===== config.mk =====
export PLATFORM = sky130hd
export DESIGN_NAME = hilo_divider_flat
export DESIGN_NICKNAME = d
export VERILOG_FILES = /design/src/rtl/hilo_divider_if.sv /design/src/rtl/hilo_divider.sv /design/src/flat_wrapper.sv
export SDC_FILE = /design/constraint.sdc
export NUM_CORES = 1
export LEC_CHECK = 0
export ABC_AREA = 1
export CORE_MARGIN = 2
export CORE_UTILIZATION = 30
export CTS_CLUSTER_DIAMETER = 120
export DETAILED_ROUTE_END_ITERATION = 7
export HOLD_SLACK_MARGIN = 0.03
export PLACE_DENSITY = 0.56
export SKIP_CTS_REPAIR_TIMING = 1
export SLEW_MARGIN = 25
export SYNTH_ARGS = -nofsm -noshare
export SYNTH_HDL_FRONTEND = slang
export SYNTH_SLANG_ARGS = --single-unit

===== constraint.sdc =====
create_clock -name clk -period 2.5 [get_ports clk]
set_input_delay 0.5 -clock clk [delete_from_list [all_inputs] [get_ports clk]]
set_output_delay 0.5 -clock clk [all_outputs]
set_load 0.05 [all_outputs]

===== src/rtl/hilo_divider_if.sv =====
`default_nettype none
// +----------------------------------------------------------------------------+
// | Module   : hilo_divider_if                                                  |
// | Purpose  : Request/result bundle between pipeline control and the HI/LO    |
// |            divider.                                                         |
// | Signals  : start, is_signed, dividend, divisor  (control -> divider)        |
// |            busy, done, quotient, remainder, div_by_zero (divider -> control)|
// | Modports : master (pipeline control), slave (divider)                      |
// | Revision : 1.0  initial release                                             |
// +----------------------------------------------------------------------------+
interface hilo_divider_if #(
  parameter int WIDTH = 32
);
  logic             start;
  logic             is_signed;
  logic [WIDTH-1:0] dividend;
  logic [WIDTH-1:0] divisor;
  logic             busy;
  logic             done;
  logic [WIDTH-1:0] quotient;
  logic [WIDTH-1:0] remainder;
  logic             div_by_zero;

  modport master (
    output start, is_signed, dividend, divisor,
    input  busy, done, quotient, remainder, div_by_zero
  );

  modport slave (
    input  start, is_signed, dividend, divisor,
    output busy, done, quotient, remainder, div_by_zero
  );
endinterface
`default_nettype wire


===== src/rtl/hilo_divider.sv =====
`default_nettype none
// +----------------------------------------------------------------------------+
// | Module   : hilo_divider                                                     |
// | Purpose  : Iterative restoring divider for MIPS DIV/DIVU. One trial        |
// |            subtraction per clock, quotient to LO, remainder to HI.         |
// | Ports    : clk        - system clock, rising edge                          |
// |            rst_n      - asynchronous active-low reset                      |
// |            div_if     - hilo_divider_if.slave (start/operands in,          |
// |                         busy/done/quotient/remainder/div_by_zero out)      |
// | Options  : HILO_DIV_ZERO_FAST_EN - when defined, a zero divisor skips the  |
// |            iteration phase and completes one cycle after acceptance.      |
// | Revision : 1.0  initial release                                             |
// +----------------------------------------------------------------------------+
module hilo_divider #(
  parameter int WIDTH = 32
) (
  input  wire logic      clk,
  input  wire logic      rst_n,
  hilo_divider_if.slave  div_if
);

  localparam int CNT_W = (WIDTH > 1) ? $clog2(WIDTH) : 1;
  localparam logic [CNT_W-1:0] LAST_CNT = CNT_W'(WIDTH - 1);

  typedef enum logic [1:0] {
    IDLE = 2'd0,
    RUN  = 2'd1,
    FIX  = 2'd2
  } state_e;

  state_e           state_q,    state_d;
  logic [CNT_W-1:0] cnt_q,      cnt_d;
  logic [WIDTH-1:0] prem_q,     prem_d;      // partial remainder
  logic [WIDTH-1:0] quo_q,      quo_d;       // dividend magnitude, becomes quotient
  logic [WIDTH-1:0] dvs_q,      dvs_d;       // divisor magnitude
  logic [WIDTH-1:0] dvd_orig_q, dvd_orig_d;  // un-negated dividend for divide-by-zero
  logic             neg_quo_q,  neg_quo_d;
  logic             neg_rem_q,  neg_rem_d;
  logic             zero_q,     zero_d;
  logic [WIDTH-1:0] quot_out_q, quot_out_d;
  logic [WIDTH-1:0] rem_out_q,  rem_out_d;
  logic             dbz_q,      dbz_d;
  logic             done_q,     done_d;

  logic [WIDTH-1:0] dvd_mag;
  logic [WIDTH-1:0] dvs_mag;
  logic [WIDTH:0]   shifted;
  logic [WIDTH:0]   trial;

  // Magnitudes of the incoming operands; unsigned mode passes them through.
  assign dvd_mag = (div_if.is_signed && div_if.dividend[WIDTH-1]) ? (~div_if.dividend + 1'b1)
                                                                   : div_if.dividend;
  assign dvs_mag = (div_if.is_signed && div_if.divisor[WIDTH-1])  ? (~div_if.divisor + 1'b1)
                                                                   : div_if.divisor;

  // One restoring step: bring in the next dividend bit, then try a subtract.
  // The extra top bit of trial is the borrow.
  assign shifted = {prem_q, quo_q[WIDTH-1]};
  assign trial   = shifted - {1'b0, dvs_q};

  always_comb begin
    state_d    = state_q;
    cnt_d      = cnt_q;
    prem_d     = prem_q;
    quo_d      = quo_q;
    dvs_d      = dvs_q;
    dvd_orig_d = dvd_orig_q;
    neg_quo_d  = neg_quo_q;
    neg_rem_d  = neg_rem_q;
    zero_d     = zero_q;
    quot_out_d = quot_out_q;
    rem_out_d  = rem_out_q;
    dbz_d      = dbz_q;
    done_d     = 1'b0;

    unique case (state_q)
      IDLE: begin
        if (div_if.start) begin
          quo_d      = dvd_mag;
          dvs_d      = dvs_mag;
          dvd_orig_d = div_if.dividend;
          prem_d     = '0;
          cnt_d      = '0;
          neg_quo_d  = div_if.is_signed & (div_if.dividend[WIDTH-1] ^ div_if.divisor[WIDTH-1]);
          neg_rem_d  = div_if.is_signed & div_if.dividend[WIDTH-1];
          zero_d     = (div_if.divisor == '0);
`ifdef HILO_DIV_ZERO_FAST_EN
          state_d    = (div_if.divisor == '0) ? FIX : RUN;
`else
          state_d    = RUN;
`endif
        end
      end

      RUN: begin
        if (!trial[WIDTH]) begin
          prem_d = trial[WIDTH-1:0];
          quo_d  = {quo_q[WIDTH-2:0], 1'b1};
        end else begin
          prem_d = shifted[WIDTH-1:0];
          quo_d  = {quo_q[WIDTH-2:0], 1'b0};
        end
        cnt_d = cnt_q + CNT_W'(1);
        if (cnt_q == LAST_CNT) begin
          state_d = FIX;
        end
      end

      FIX: begin
        // A zero divisor reports the architectural fixed values and skips
        // the sign correction, so it behaves the same with or without RUN.
        if (zero_q) begin
          quot_out_d = '1;
          rem_out_d  = dvd_orig_q;
          dbz_d      = 1'b1;
        end else begin
          quot_out_d = neg_quo_q ? (~quo_q + 1'b1)  : quo_q;
          rem_out_d  = neg_rem_q ? (~prem_q + 1'b1) : prem_q;
          dbz_d      = 1'b0;
        end
        done_d  = 1'b1;
        state_d = IDLE;
      end

      default: begin
        state_d = IDLE;
      end
    endcase
  end

  always_ff @(posedge clk or negedge rst_n) begin
    if (!rst_n) begin
      state_q    <= IDLE;
      cnt_q      <= '0;
      prem_q     <= '0;
      quo_q      <= '0;
      dvs_q      <= '0;
      dvd_orig_q <= '0;
      neg_quo_q  <= 1'b0;
      neg_rem_q  <= 1'b0;
      zero_q     <= 1'b0;
      quot_out_q <= '0;
      rem_out_q  <= '0;
      dbz_q      <= 1'b0;
      done_q     <= 1'b0;
    end else begin
      state_q    <= state_d;
      cnt_q      <= cnt_d;
      prem_q     <= prem_d;
      quo_q      <= quo_d;
      dvs_q      <= dvs_d;
      dvd_orig_q <= dvd_orig_d;
      neg_quo_q  <= neg_quo_d;
      neg_rem_q  <= neg_rem_d;
      zero_q     <= zero_d;
      quot_out_q <= quot_out_d;
      rem_out_q  <= rem_out_d;
      dbz_q      <= dbz_d;
      done_q     <= done_d;
    end
  end

  assign div_if.busy        = (state_q != IDLE);
  assign div_if.done        = done_q;
  assign div_if.quotient    = quot_out_q;
  assign div_if.remainder   = rem_out_q;
  assign div_if.div_by_zero = dbz_q;

endmodule
`default_nettype wire


===== src/flat_wrapper.sv =====
// flat-port wrapper written by rule: the top's interface ports become plain ports
module hilo_divider_flat 
#(
  parameter int WIDTH = 32
)
  (clk, rst_n, div_if_start, div_if_is_signed, div_if_dividend, div_if_divisor, div_if_busy, div_if_done, div_if_quotient, div_if_remainder, div_if_div_by_zero);
  hilo_divider_if #(.WIDTH(WIDTH)) div_if_i ();
  input  wire logic clk;
  input  wire logic rst_n;
  input wire logic [$bits(div_if_i.start)-1:0] div_if_start;
  input wire logic [$bits(div_if_i.is_signed)-1:0] div_if_is_signed;
  input wire logic [$bits(div_if_i.dividend)-1:0] div_if_dividend;
  input wire logic [$bits(div_if_i.divisor)-1:0] div_if_divisor;
  output wire logic [$bits(div_if_i.busy)-1:0] div_if_busy;
  output wire logic [$bits(div_if_i.done)-1:0] div_if_done;
  output wire logic [$bits(div_if_i.quotient)-1:0] div_if_quotient;
  output wire logic [$bits(div_if_i.remainder)-1:0] div_if_remainder;
  output wire logic [$bits(div_if_i.div_by_zero)-1:0] div_if_div_by_zero;
  assign div_if_i.start = div_if_start;
  assign div_if_i.is_signed = div_if_is_signed;
  assign div_if_i.dividend = div_if_dividend;
  assign div_if_i.divisor = div_if_divisor;
  assign div_if_busy = div_if_i.busy;
  assign div_if_done = div_if_i.done;
  assign div_if_quotient = div_if_i.quotient;
  assign div_if_remainder = div_if_i.remainder;
  assign div_if_div_by_zero = div_if_i.div_by_zero;
  hilo_divider #(.WIDTH(WIDTH)) u_core (.clk(clk), .rst_n(rst_n), .div_if(div_if_i));
endmodule

==> parameters.txt, run 1 <==
Parameter                              Value

CTS
  H-Tree Level Count    1
  Root cell of the clock tree    sky130_fd_sc_hd__clkbuf_16
  Clock-pin slew of the registers on the worst-case setup and hold paths    ~0.060 ns
  Longest Clk Path Bufs    3
  Total clock sinks    just over 200
  Clock buffers created by TritonCTS    27
  Clock network latency to the later pin of the worst-skew pair    0.57 ns
  Clock tree from TritonCTS    built

Flow run
  Max capacitance violation total    0

STA
  Highest clock rate    between 0.4 and 0.5 GHz
  Actual transition at the worst max-transition pin    between 0.7 and 0.8 ns
  Clock period minus final worst setup slack    around 2.4 ns
  Final worst-path cycle share    a little over nine tenths
  Unrepaired setup endpoints after global routing    yes
  Final count of pins violating max slew    0
  Setup ws final    0.141 ns
  Worst slew margin    about half
  Final setup vio count    0
  Hold Violations, Final    0
  Setup clock skew after layout    about 0.013 ns
  Setup_tns    0 ns

Die
  Overall die area    49800 µm²
  Die W    223 µm
  Top-level port count    about 140
  Std cell rows    80
  Overall die height    223 µm
  Area of the core region    about 48000 µm²
  Starting utilization of the core area    between 30% and 40%

Yosys
  Ys flop type    sky130_fd_sc_hd__dfrtp_1
  Number of enable-type register cells in the synthesized netlist    0
  Post-synthesis average cell area    between 6 and 7 µm²
  Synth Net Count    2289
  Count of unique library cells instantiated by Yosys    46
  Synth Instances    approximately 2200
  Yosys warning total    0
  Cell area after synthesis    about 14000 µm²
  Sequential fraction of the synthesis area    roughly 35%
  Seq cells post-synth    204
  Async set-or-reset flop fraction in the synthesized netlist    100%

Worst setup path
  Crit-path max FO    28
  Setup slack on the worst flop-to-flop path    around 0.14 ns
  Worst Setup End Kind    flop
  Crit path arrival time    2.82 ns
  Reg2Reg Launch Point    u_core.prem_q[18]
  Kind of start point of the critical path    flop
  FF-to-FF End    u_core.prem_q[30]
  Data required time at the worst endpoint    approximately 3.0 ns
  Number of cells on the worst reg-to-reg path    13
  Crit Path Category    reg -> reg

Layout
  # diodes    0
  Total number of nets in the final design    ~2500
  Area of combinational cells with multiple inputs    slightly below 8000 µm²
  Most frequent cells in the layout    sky130_fd_sc_hd__nand2_1, sky130_fd_sc_hd__inv_1, sky130_fd_sc_hd__nand3_1
  Fraction of layout cells with a size suffix above 1    under 10%
  FILL cells    around 5000
  Register area    between 5000 and 6000 µm²
  Finished Cell Area    between 15000 and 20000 µm²
  Area growth, synth to finish    24.9%
  Leading cell type in the layout, fill and taps excluded    sky130_fd_sc_hd__nand2_1

GRT
  Vias in the first global route    about 14000
  Initial antenna violation count    0
  Total global routing overflow    0
  Maximum number of pins on one net before global-route repair    66
  Global router's overall resource usage    about a fifth
  Wire length of the first global-routing pass    approximately 80000 µm

Drt
  Post-DR vias/cell    4.93
  Antenna violation net count after detailed routing    0
  Wire length after detailed routing    approximately 50000 µm
  Starting DRC count in detailed routing    1291
  Average wire per standard cell    16.8 µm
  Vias after detailed routing    14800
  Detailed-router iteration count before antenna repair    5
  Number of DRC violations after detailed routing    0

Pwr
  Overall power of the completed layout    around 25 mW
  LEAKAGE    8.92 nW
  Cell Pwr Density    between 1000 and 1500 nW/µm²
  VDD IR-drop max    between 500 and 600 µV

Min path
  Hold WC Path Type    in -> async

Placed design
  Global placer's final weighted congestion    between 0.8 and 0.9
  Pre-CTS worst setup slack    -0.103 ns
  Instance area at placement    roughly 17000 µm²
  Detailed Place HPWL    39700 µm
  IO Port Bufs    roughly 130

Status
  Status    complete, no violations
-- state kept, by name (all words and copies together) (netlist names) --
register and count:
u_core.state_q 2, u_core.cnt_q 5, u_core.neg_rem_q 1, u_core.div_if.done 1
u_core.zero_q 1, u_core.prem_q 32, u_core.div_if.div_by_zero 1, u_core.div_if.remainder 32
u_core.div_if.quotient 32, u_core.dvd_orig_q 32, u_core.quo_q 32, u_core.neg_quo_q 1
u_core.dvs_q 32
-- final cells by class --
type,instances,share of cell area (%)
Multi-Input combinational cell,1596,43.8
Timing Repair Buffer,233,12.1
Sequential cell,204,28.4
Tap cell,615,4.27
Inverter,310,6.46
Clock buffer,35,4.09
Clock inverter,15,0.896
-- worst max-delay path: stages (launching register included) --
cell and delay, ns:
sky130_fd_sc_hd__dfrtp_1 0.46, sky130_fd_sc_hd__ha_1 0.39, sky130_fd_sc_hd__nand2_2 0.14, sky130_fd_sc_hd__inv_2 0.03, sky130_fd_sc_hd__nand2_1 0.05, sky130_fd_sc_hd__nand2_1 0.07, sky130_fd_sc_hd__nand2_1 0.07, sky130_fd_sc_hd__nand2_1 0.10
sky130_fd_sc_hd__a21oi_4 0.27, sky130_fd_sc_hd__nand3_4 0.18, sky130_fd_sc_hd__nand2_8 0.21, sky130_fd_sc_hd__nand3_1 0.12, sky130_fd_sc_hd__nand2_1 0.10, sky130_fd_sc_hd__nand2_1 0.05
-- where the power goes --
| group | internal, mW | switching [mW] | leakage (nW) |
|---|---|---|---|
| Clock | 2.30 | 1.65 | 0.431 |
| Sequential | 4.61 | 1.19 | 2.37 |
| Combinational | 5.51 | 10.0 | 6.12 |
| Total | 12.4 | 12.9 | 8.92 |
-- worst max path at each step --
stage,end,slack (ns),cells after the start,startpoint
after floorplan,u_core.prem_q[10],0.33,18,u_core.quo_q[31]
after global placement,u_core.quo_q[28],-0.05,14,div_if_dividend[0]
after detailed placement,u_core.quo_q[28],-0.10,14,div_if_dividend[0]
after CTS,div_if_busy,-0.24,3,u_core.state_q[0]
after global routing,u_core.prem_q[25],-0.007,14,u_core.prem_q[3]
final,u_core.prem_q[30],0.14,13,u_core.prem_q[18]
-- stage by stage --
step,instances,utilization (%),hold slack [ns]
CTS,3007,37.8,-0.143
detailed placement,2957,35.9,0.462
finish,3008,37.9,0.427
floorplan,2182,-,0.204
global route,3008,37.9,0.455
global placement,2957,35.9,0.456
-- routing by layer --
layer | part of all wire, % | routed length, µm | GRT usage, %
met4 | 2.4 | 1190 | 4.74
met2 | 44 | 22200 | 31.9
met1 | 49 | 24500 | 29.2
met5 | 0 | 0 | 0
met3 | 5.3 | 2660 | 2.53
-- logic make-up after synthesis --
group                    share of synthesized area (%)
AND/OR/NAND/NOR                                   34.1
buffers and inverters                             10.2
AO/OA/AOI/OAI                                     12.5
flip-flops                                        35.4
XOR/XNOR                                          4.32
adder cells (fa/ha/maj)                           3.44
-- synthesized netlist by cell type (2+ instances only) --
cell | instances | share of area, %
sky130_fd_sc_hd__buf_2 | 11 | 0.38
sky130_fd_sc_hd__nand3b_1 | 9 | 0.47
sky130_fd_sc_hd__clkbuf_1 | 46 | 1.2
sky130_fd_sc_hd__ha_1 | 38 | 3.3
sky130_fd_sc_hd__clkinv_1 | 2 | 0.052
sky130_fd_sc_hd__nor2_2 | 9 | 0.39
sky130_fd_sc_hd__nand2_8 | 2 | 0.28
sky130_fd_sc_hd__nand4_1 | 25 | 1.1
sky130_fd_sc_hd__nor2_1 | 199 | 5.2
sky130_fd_sc_hd__a22oi_1 | 30 | 1.6
sky130_fd_sc_hd__nand2_2 | 8 | 0.35
sky130_fd_sc_hd__nand3_1 | 207 | 7.2
sky130_fd_sc_hd__buf_4 | 2 | 0.10
sky130_fd_sc_hd__o31ai_1 | 3 | 0.16
sky130_fd_sc_hd__xor2_1 | 56 | 3.4
sky130_fd_sc_hd__and3_1 | 3 | 0.13
sky130_fd_sc_hd__buf_1 | 11 | 0.29
sky130_fd_sc_hd__o221ai_1 | 6 | 0.36
sky130_fd_sc_hd__buf_6 | 2 | 0.16
sky130_fd_sc_hd__a22o_1 | 2 | 0.12
sky130_fd_sc_hd__inv_2 | 4 | 0.10
sky130_fd_sc_hd__and2_1 | 2 | 0.087
sky130_fd_sc_hd__nand2_4 | 2 | 0.16
sky130_fd_sc_hd__o22ai_1 | 13 | 0.56
sky130_fd_sc_hd__o21bai_1 | 5 | 0.26
sky130_fd_sc_hd__nor3_1 | 26 | 0.90
sky130_fd_sc_hd__nand2_1 | 675 | 18
sky130_fd_sc_hd__dfrtp_1 | 204 | 35
sky130_fd_sc_hd__or2_2 | 4 | 0.17
sky130_fd_sc_hd__a21oi_1 | 66 | 2.3
sky130_fd_sc_hd__inv_1 | 304 | 7.9
sky130_fd_sc_hd__o21ai_1 | 5 | 0.17
sky130_fd_sc_hd__o211ai_1 | 12 | 0.63
sky130_fd_sc_hd__xnor2_1 | 15 | 0.91
sky130_fd_sc_hd__a31oi_1 | 18 | 0.78
sky130_fd_sc_hd__o21ai_0 | 144 | 5.0
sky130_fd_sc_hd__a21oi_2 | 2 | 0.12
sky130_fd_sc_hd__o21ai_2 | 2 | 0.12
No activity file was read; power rests on OpenSTA's default activity.
==> inputs of run 2 (changes only) <==
Settings changed: CORE_MARGIN 2 to 4, CORE_UTILIZATION 30 to 59, PLACE_DENSITY 0.56 to 0.91, SLEW_MARGIN 25 to 0.
==> run 2 against run 1 <==
  * Register-to-register slack got worse by 0.03 ns
  * First-iteration DRC count rose by 69%
  * Largest power group unchanged
  * Core utilization rose by 35 points
  * Clock skew rose by 0.00062 ns
  * Power fell by 0.64%
==> parameters.txt, run 2 (synthesis gave the netlist of run 1 again) <==
Parameter                              Value

Drt
  Average wire per standard cell    roughly 18 µm
  Wire length after detailed routing    48600 µm
  Vias after detailed routing    15500
  Starting DRC count in detailed routing    between 2000 and 2500
  Number of DRC violations after detailed routing    0
  Detailed-router iteration count before antenna repair    6
  Post-DR vias/cell    ~5.8
  Antenna violation net count after detailed routing    0

Worst setup path
  Critical path, cell by cell    ha_1 > nand2_1 > nor2_1 > nand2_1 > inv_1 > a21oi_4 > nand3_4 > buf_12 > nand2_8 > nand2_1 > nand3_1 > nand2_1
  Crit Path Category    reg -> reg
  Reg2Reg Launch Point    u_core.prem_q[24]
  Kind of start point of the critical path    flop
  Number of cells on the worst reg-to-reg path    12
  Slowest-stage cell, CP    sky130_fd_sc_hd__dfrtp_1
  Setup slack on the worst flop-to-flop path    0.11 ns
  Most Frequent Cell on Critical Path    sky130_fd_sc_hd__nand2_1
  FF-to-FF End    u_core.prem_q[13]
  Data required time at the worst endpoint    about 2.9 ns
  Crit path arrival time    2.79 ns
  Worst Setup End Kind    flop
  Longest individual stage delay on the worst path    0.44 ns
  Crit-path max FO    14

Layout
  Most frequent cells in the layout    sky130_fd_sc_hd__nand2_1, sky130_fd_sc_hd__inv_1, sky130_fd_sc_hd__nand3_1
  # diodes    0
  Leading cell type in the layout, fill and taps excluded    sky130_fd_sc_hd__nand2_1
  Finished Cell Area    roughly 17000 µm²
  Area growth, synth to finish    20.3%
  Fraction of layout cells with a size suffix above 1    6.88%
  Total number of nets in the final design    ~2400

CTS
  Total clock sinks    204
  Clock-pin slew of the registers on the worst-case setup and hold paths    approximately 0.06 ns
  Clock buffers created by TritonCTS    23
  Clock network latency to the later pin of the worst-skew pair    0.52 ns
  Root cell of the clock tree    sky130_fd_sc_hd__clkbuf_16
  Longest Clk Path Bufs    3
  Clock tree from TritonCTS    built
  H-Tree Level Count    1

Placed design
  IO Port Bufs    134
  Global placer's final weighted congestion    0.993
  Detailed Place HPWL    between 30000 and 40000 µm
  Instance area at placement    approximately 16000 µm²

Die
  Top-level port count    about 140
  Overall die height    164 µm
  Overall die area    ~27000 µm²
  Area of the core region    ~24000 µm²
  Std cell rows    56
  Die W    164 µm
  Starting utilization of the core area    about three fifths

STA
  Final count of pins violating max slew    0
  Actual transition at the worst max-transition pin    0.599 ns
  Clock period minus final worst setup slack    around 2.4 ns
  Final setup vio count    0
  Setup_tns    0 ns
  Worst slew margin    between 60 and 70%
  Hold Violations, Final    0
  Highest clock rate    0.419 GHz
  Setup clock skew after layout    between 0.01 and 0.015 ns
  Worst Hold Margin    roughly 0.47 ns
  Final worst-path cycle share    between 90% and 100%

Min path
  Hold WC Path Type    in -> async

GRT
  Total global routing overflow    0
  Maximum number of pins on one net before global-route repair    ~130
  Wire length of the first global-routing pass    around 76000 µm
  Global router's overall resource usage    35.6%
  Initial antenna violation count    0
  Vias in the first global route    14300

Pwr
  LEAKAGE    8.72 nW
  Cell Pwr Density    around 1500 nW/µm²
  VDD IR-drop max    between 1000 and 1500 µV

Flow run
  Max capacitance violation total    0

Status
  Status    complete, no violations
-- run 2: cell count changes in the layout (fill, tap and decap cells not counted), sizes merged --
cell,delta
buf,-29
clkbuf,-4
clkinv,-2
clkinvlp,-2
inv,-2
bufinv,+1
nand2,+1
-- run 2: stage by stage --
stage	power [mW]	util [%]	setup WS [ns]	instances
after detailed placement	20.9	69.3	-0.00443	2631
after CTS	24.4	72.4	-0.165	2672
after floorplan	16.3	-	0.334	2182
after global routing	27.1	73.0	-0.00134	2675
final	25.1	73.0	0.111	2675
after global placement	20.4	69.3	0.107	2631
-- run 2: worst max-delay path by stage --
stage	from	endpoint	slack [ns]	cells after the start
floorplan	u_core.quo_q[31]	u_core.prem_q[10]	0.33	18
global placement	div_if_divisor[0]	u_core.dvs_q[30]	0.11	11
detailed placement	div_if_dividend[0]	u_core.quo_q[29]	-0.004	10
CTS	u_core.state_q[0]	div_if_busy	-0.16	3
global route	u_core.prem_q[24]	u_core.prem_q[0]	-0.001	14
finish	u_core.prem_q[24]	u_core.prem_q[13]	0.11	12
-- run 2: where the power goes --
group / total [mW] / switching [mW] / leakage [nW] / internal [mW]
clock network: 3.44 / 1.40 / 0.361 / 2.04
registers: 5.82 / 1.21 / 2.37 / 4.61
logic: 15.9 / 10.4 / 5.99 / 5.50
-- run 2: worst max-delay path, delay by kind of cell (launching register included) --
kind            cells  cell delay [ns]
flops               1             0.44
fa+ha+maj           1             0.40
simple gates        8             0.91
buf+inv             2             0.27
compound gates      1             0.25
-- run 2: cell type report --
| cell class | instances | area, µm² |
|---|---|---|
| inverter | 310 | 1160 |
| fill | 1909 | 6410 |
| clock inverter | 10 | 130 |
| sequential | 204 | 5100 |
| tap | 319 | 399 |
| timing repair buffer | 204 | 1970 |
| multi-input combinational | 1597 | 7960 |
| clock buffer | 31 | 616 |
-- run 2: layer usage --
metal / GRT usage [%] / share of wire, % / up-vias
met5: 0 / 0 / -
met4: 7.51 / 2.2 / 0
met3: 5.32 / 9.8 / 90
met2: 53.7 / 44 / 857
met1: 54.3 / 44 / 7262
li1: - / - / 7318
==> inputs of run 3 (changes only) <==
Clock period 2.5 ns to 2.2 ns, I/O delays scaled along.
==> run 3 against run 2 <==
  * The flow now finishes with violations (negative setup slack)
  * Sequential share of layout area fell by 3.0 points
  * Global-route usage rose by 2.7 points
  * Die area unchanged
  * Routed wire length is 12% higher
  * Hold slack got worse by 0.010 ns
==> parameters.txt, run 3 (synthesis gave the netlist of run 1 again) <==
Parameter                              Value

Drt
  Wire length after detailed routing    54700 µm
  Post-DR vias/cell    5.96
  Vias after detailed routing    ~17000
  Average wire per standard cell    approximately 19 µm
  Antenna violation net count after detailed routing    0
  Metal2 WL    between 20000 and 25000 µm
  Starting DRC count in detailed routing    roughly 2400
  Number of DRC violations after detailed routing    0
  Post-Route M1 WL    between 20000 and 25000 µm
  Total met3 wirelength after detailed routing    ~6700 µm
  Highest metal layer with signal wires    met4
  Detailed-router iteration count before antenna repair    7

Die
  Std cell rows    56
  Overall die height    164 µm
  Overall die area    27000 µm²
  Die W    approximately 160 µm
  Area of the core region    between 20000 and 25000 µm²
  Starting utilization of the core area    between 60% and 70%
  Top-level port count    about 140

Pwr
  Net load switching power    between 15 and 20 mW
  Cell Pwr Density    around 1800 nW/µm²
  LEAKAGE    9.80 nW
  Fraction of power consumed by sequential logic    around a fifth
  Comb pwr share    between 60 and 70%
  Internal power    between 15 and 20 mW
  Net switching share of the total power    49.9%
  Clk pwr share    ~14%
  VDD IR-drop max    ~1200 µV

Layout
  Most frequent cells in the layout    sky130_fd_sc_hd__nand2_1, sky130_fd_sc_hd__inv_1, sky130_fd_sc_hd__buf_4
  Total number of nets in the final design    2603
  Area growth, synth to finish    33.9%
  Fraction of layout cells with a size suffix above 1    16.4%
  Final standard cell utilization of the core    ~81%
  Leading cell type in the layout, fill and taps excluded    sky130_fd_sc_hd__nand2_1
  Final cell count without fillers    ~2800
  # diodes    0

GRT
  Total global routing overflow    0
  Wire length of the first global-routing pass    between 80000 and 90000 µm
  Global router's overall resource usage    between 30% and 40%
  Maximum number of pins on one net before global-route repair    between 70 and 80
  Vias in the first global route    between 15000 and 20000
  Initial antenna violation count    1

Min path
  Hold WC Path Type    in -> async

CTS
  Clock tree from TritonCTS    built
  H-Tree Level Count    1
  Longest Clk Path Bufs    3
  Clock network latency to the later pin of the worst-skew pair    0.54 ns
  Root cell of the clock tree    sky130_fd_sc_hd__clkbuf_16
  Total clock sinks    slightly above 200
  Clock buffers created by TritonCTS    25
  Clock-pin slew of the registers on the worst-case setup and hold paths    about 0.070 ns

STA
  Setup clock skew after layout    about 0.025 ns
  Worst slew margin    about 58%
  Final count of pins violating max slew    0
  Setup ws final    -0.207 ns
  Unrepaired setup endpoints after global routing    yes
  Clock period minus final worst setup slack    around 2.4 ns
  Final worst-path cycle share    109%
  Hold Violations, Final    0
  Highest clock rate    0.415 GHz
  Final setup vio count    34
  Actual transition at the worst max-transition pin    between 0.6 and 0.7 ns

Worst setup path
  Crit Path Category    reg -> reg
  Crit-path max FO    7
  CP startpoint    u_core.quo_q[31]
  Worst Setup End Kind    flop
  Data required time at the worst endpoint    2.62 ns
  Kind of start point of the critical path    flop
  Crit path arrival time    between 2 and 3 ns
  Reg2Reg Launch Point    u_core.quo_q[31]

Status
  Status    complete, but fails checks
  Violations in the final reports    negative setup slack

Placed design
  IO Port Bufs    ~130
  Global placer's final weighted congestion    between 1 and 1.5
  Pre-CTS worst setup slack    -0.252 ns
  Cell count after placement    roughly 2800
  Detailed Place HPWL    39400 µm

Flow run
  Max capacitance violation total    0
## run 3: power groups by stage
| stage | Combinational (mW) | Sequential [mW] | Clock, mW |
|---|---|---|---|
| 6_report | 22.7 | 6.63 | 4.72 |
| 3_5_place_dp | 19.2 | 6.46 | 0 |
| 3_3_place_gp | 18.7 | 6.42 | 0 |
| 2_1_floorplan | 11.9 | 6.58 | 0 |
| 5_1_grt | 24.6 | 6.72 | 4.87 |
| 4_1_cts | 19.4 | 6.45 | 4.69 |
## run 3: layer usage
| metal | GRT usage [%] | vias to the layer above |
|---|---|---|
| met4 | 11.5 | 0 |
| met5 | 0 | - |
| li1 | - | 7619 |
| met3 | 7.03 | 214 |
| met1 | 56.0 | 7799 |
| met2 | 58.0 | 1263 |
## run 3: final cells by class
type,instances,area (µm²)
timing repair buffer,356,3230
sequential,204,5100
fill,1565,4450
tap,319,399
multi-input combinational,1599,8470
clock inverter,11,219
clock buffer,34,719
inverter,310,1160
## run 3: worst paths after layout
kind / to / slack (ns) / cells past startpoint
setup / recovery: u_core.prem_q[17] / -0.21 / 17
hold / removal: u_core.dvs_q[20] / 0.46 / 2
setup reg to reg: u_core.prem_q[17] / -0.21 / 17
hold reg to reg: u_core.dvd_orig_q[11] / 0.49 / 2
max in group asynchronous: u_core.div_if.quotient[4] / 1.03 / 3
min in group clk: u_core.dvd_orig_q[11] / 0.49 / 2
## run 3: critical path, cell delays in order, from the launching register on
cell,delay (ns)
sky130_fd_sc_hd__dfrtp_1,0.37
sky130_fd_sc_hd__inv_2,0.07
sky130_fd_sc_hd__ha_4,0.20
sky130_fd_sc_hd__fa_2,0.39
sky130_fd_sc_hd__inv_2,0.08
sky130_fd_sc_hd__nand2_2,0.06
sky130_fd_sc_hd__nand2_2,0.07
sky130_fd_sc_hd__nand3_2,0.06
sky130_fd_sc_hd__nand2_2,0.07
sky130_fd_sc_hd__nand2_2,0.06
sky130_fd_sc_hd__nand2_2,0.09
sky130_fd_sc_hd__nand2_4,0.08
sky130_fd_sc_hd__nand3_4,0.15
sky130_fd_sc_hd__buf_4,0.15
sky130_fd_sc_hd__clkbuf_16,0.14
sky130_fd_sc_hd__nand3_1,0.08
sky130_fd_sc_hd__nand3_1,0.09
sky130_fd_sc_hd__nand2_1,0.07
## run 3: per-stage QoR
step           cell area [µm²]  total power [mW]  hold WS (ns)  TNS (ns)
2_1_floorplan            14400              18.5         0.144         0
3_3_place_gp             17500              25.1         0.461     -4.71
4_1_cts                  18400              30.6       -0.0852     -8.23
6_report                 19300              34.0         0.460     -5.30
3_5_place_dp             17500              25.7         0.470     -9.35
5_1_grt                  19300              36.2         0.508     -9.34
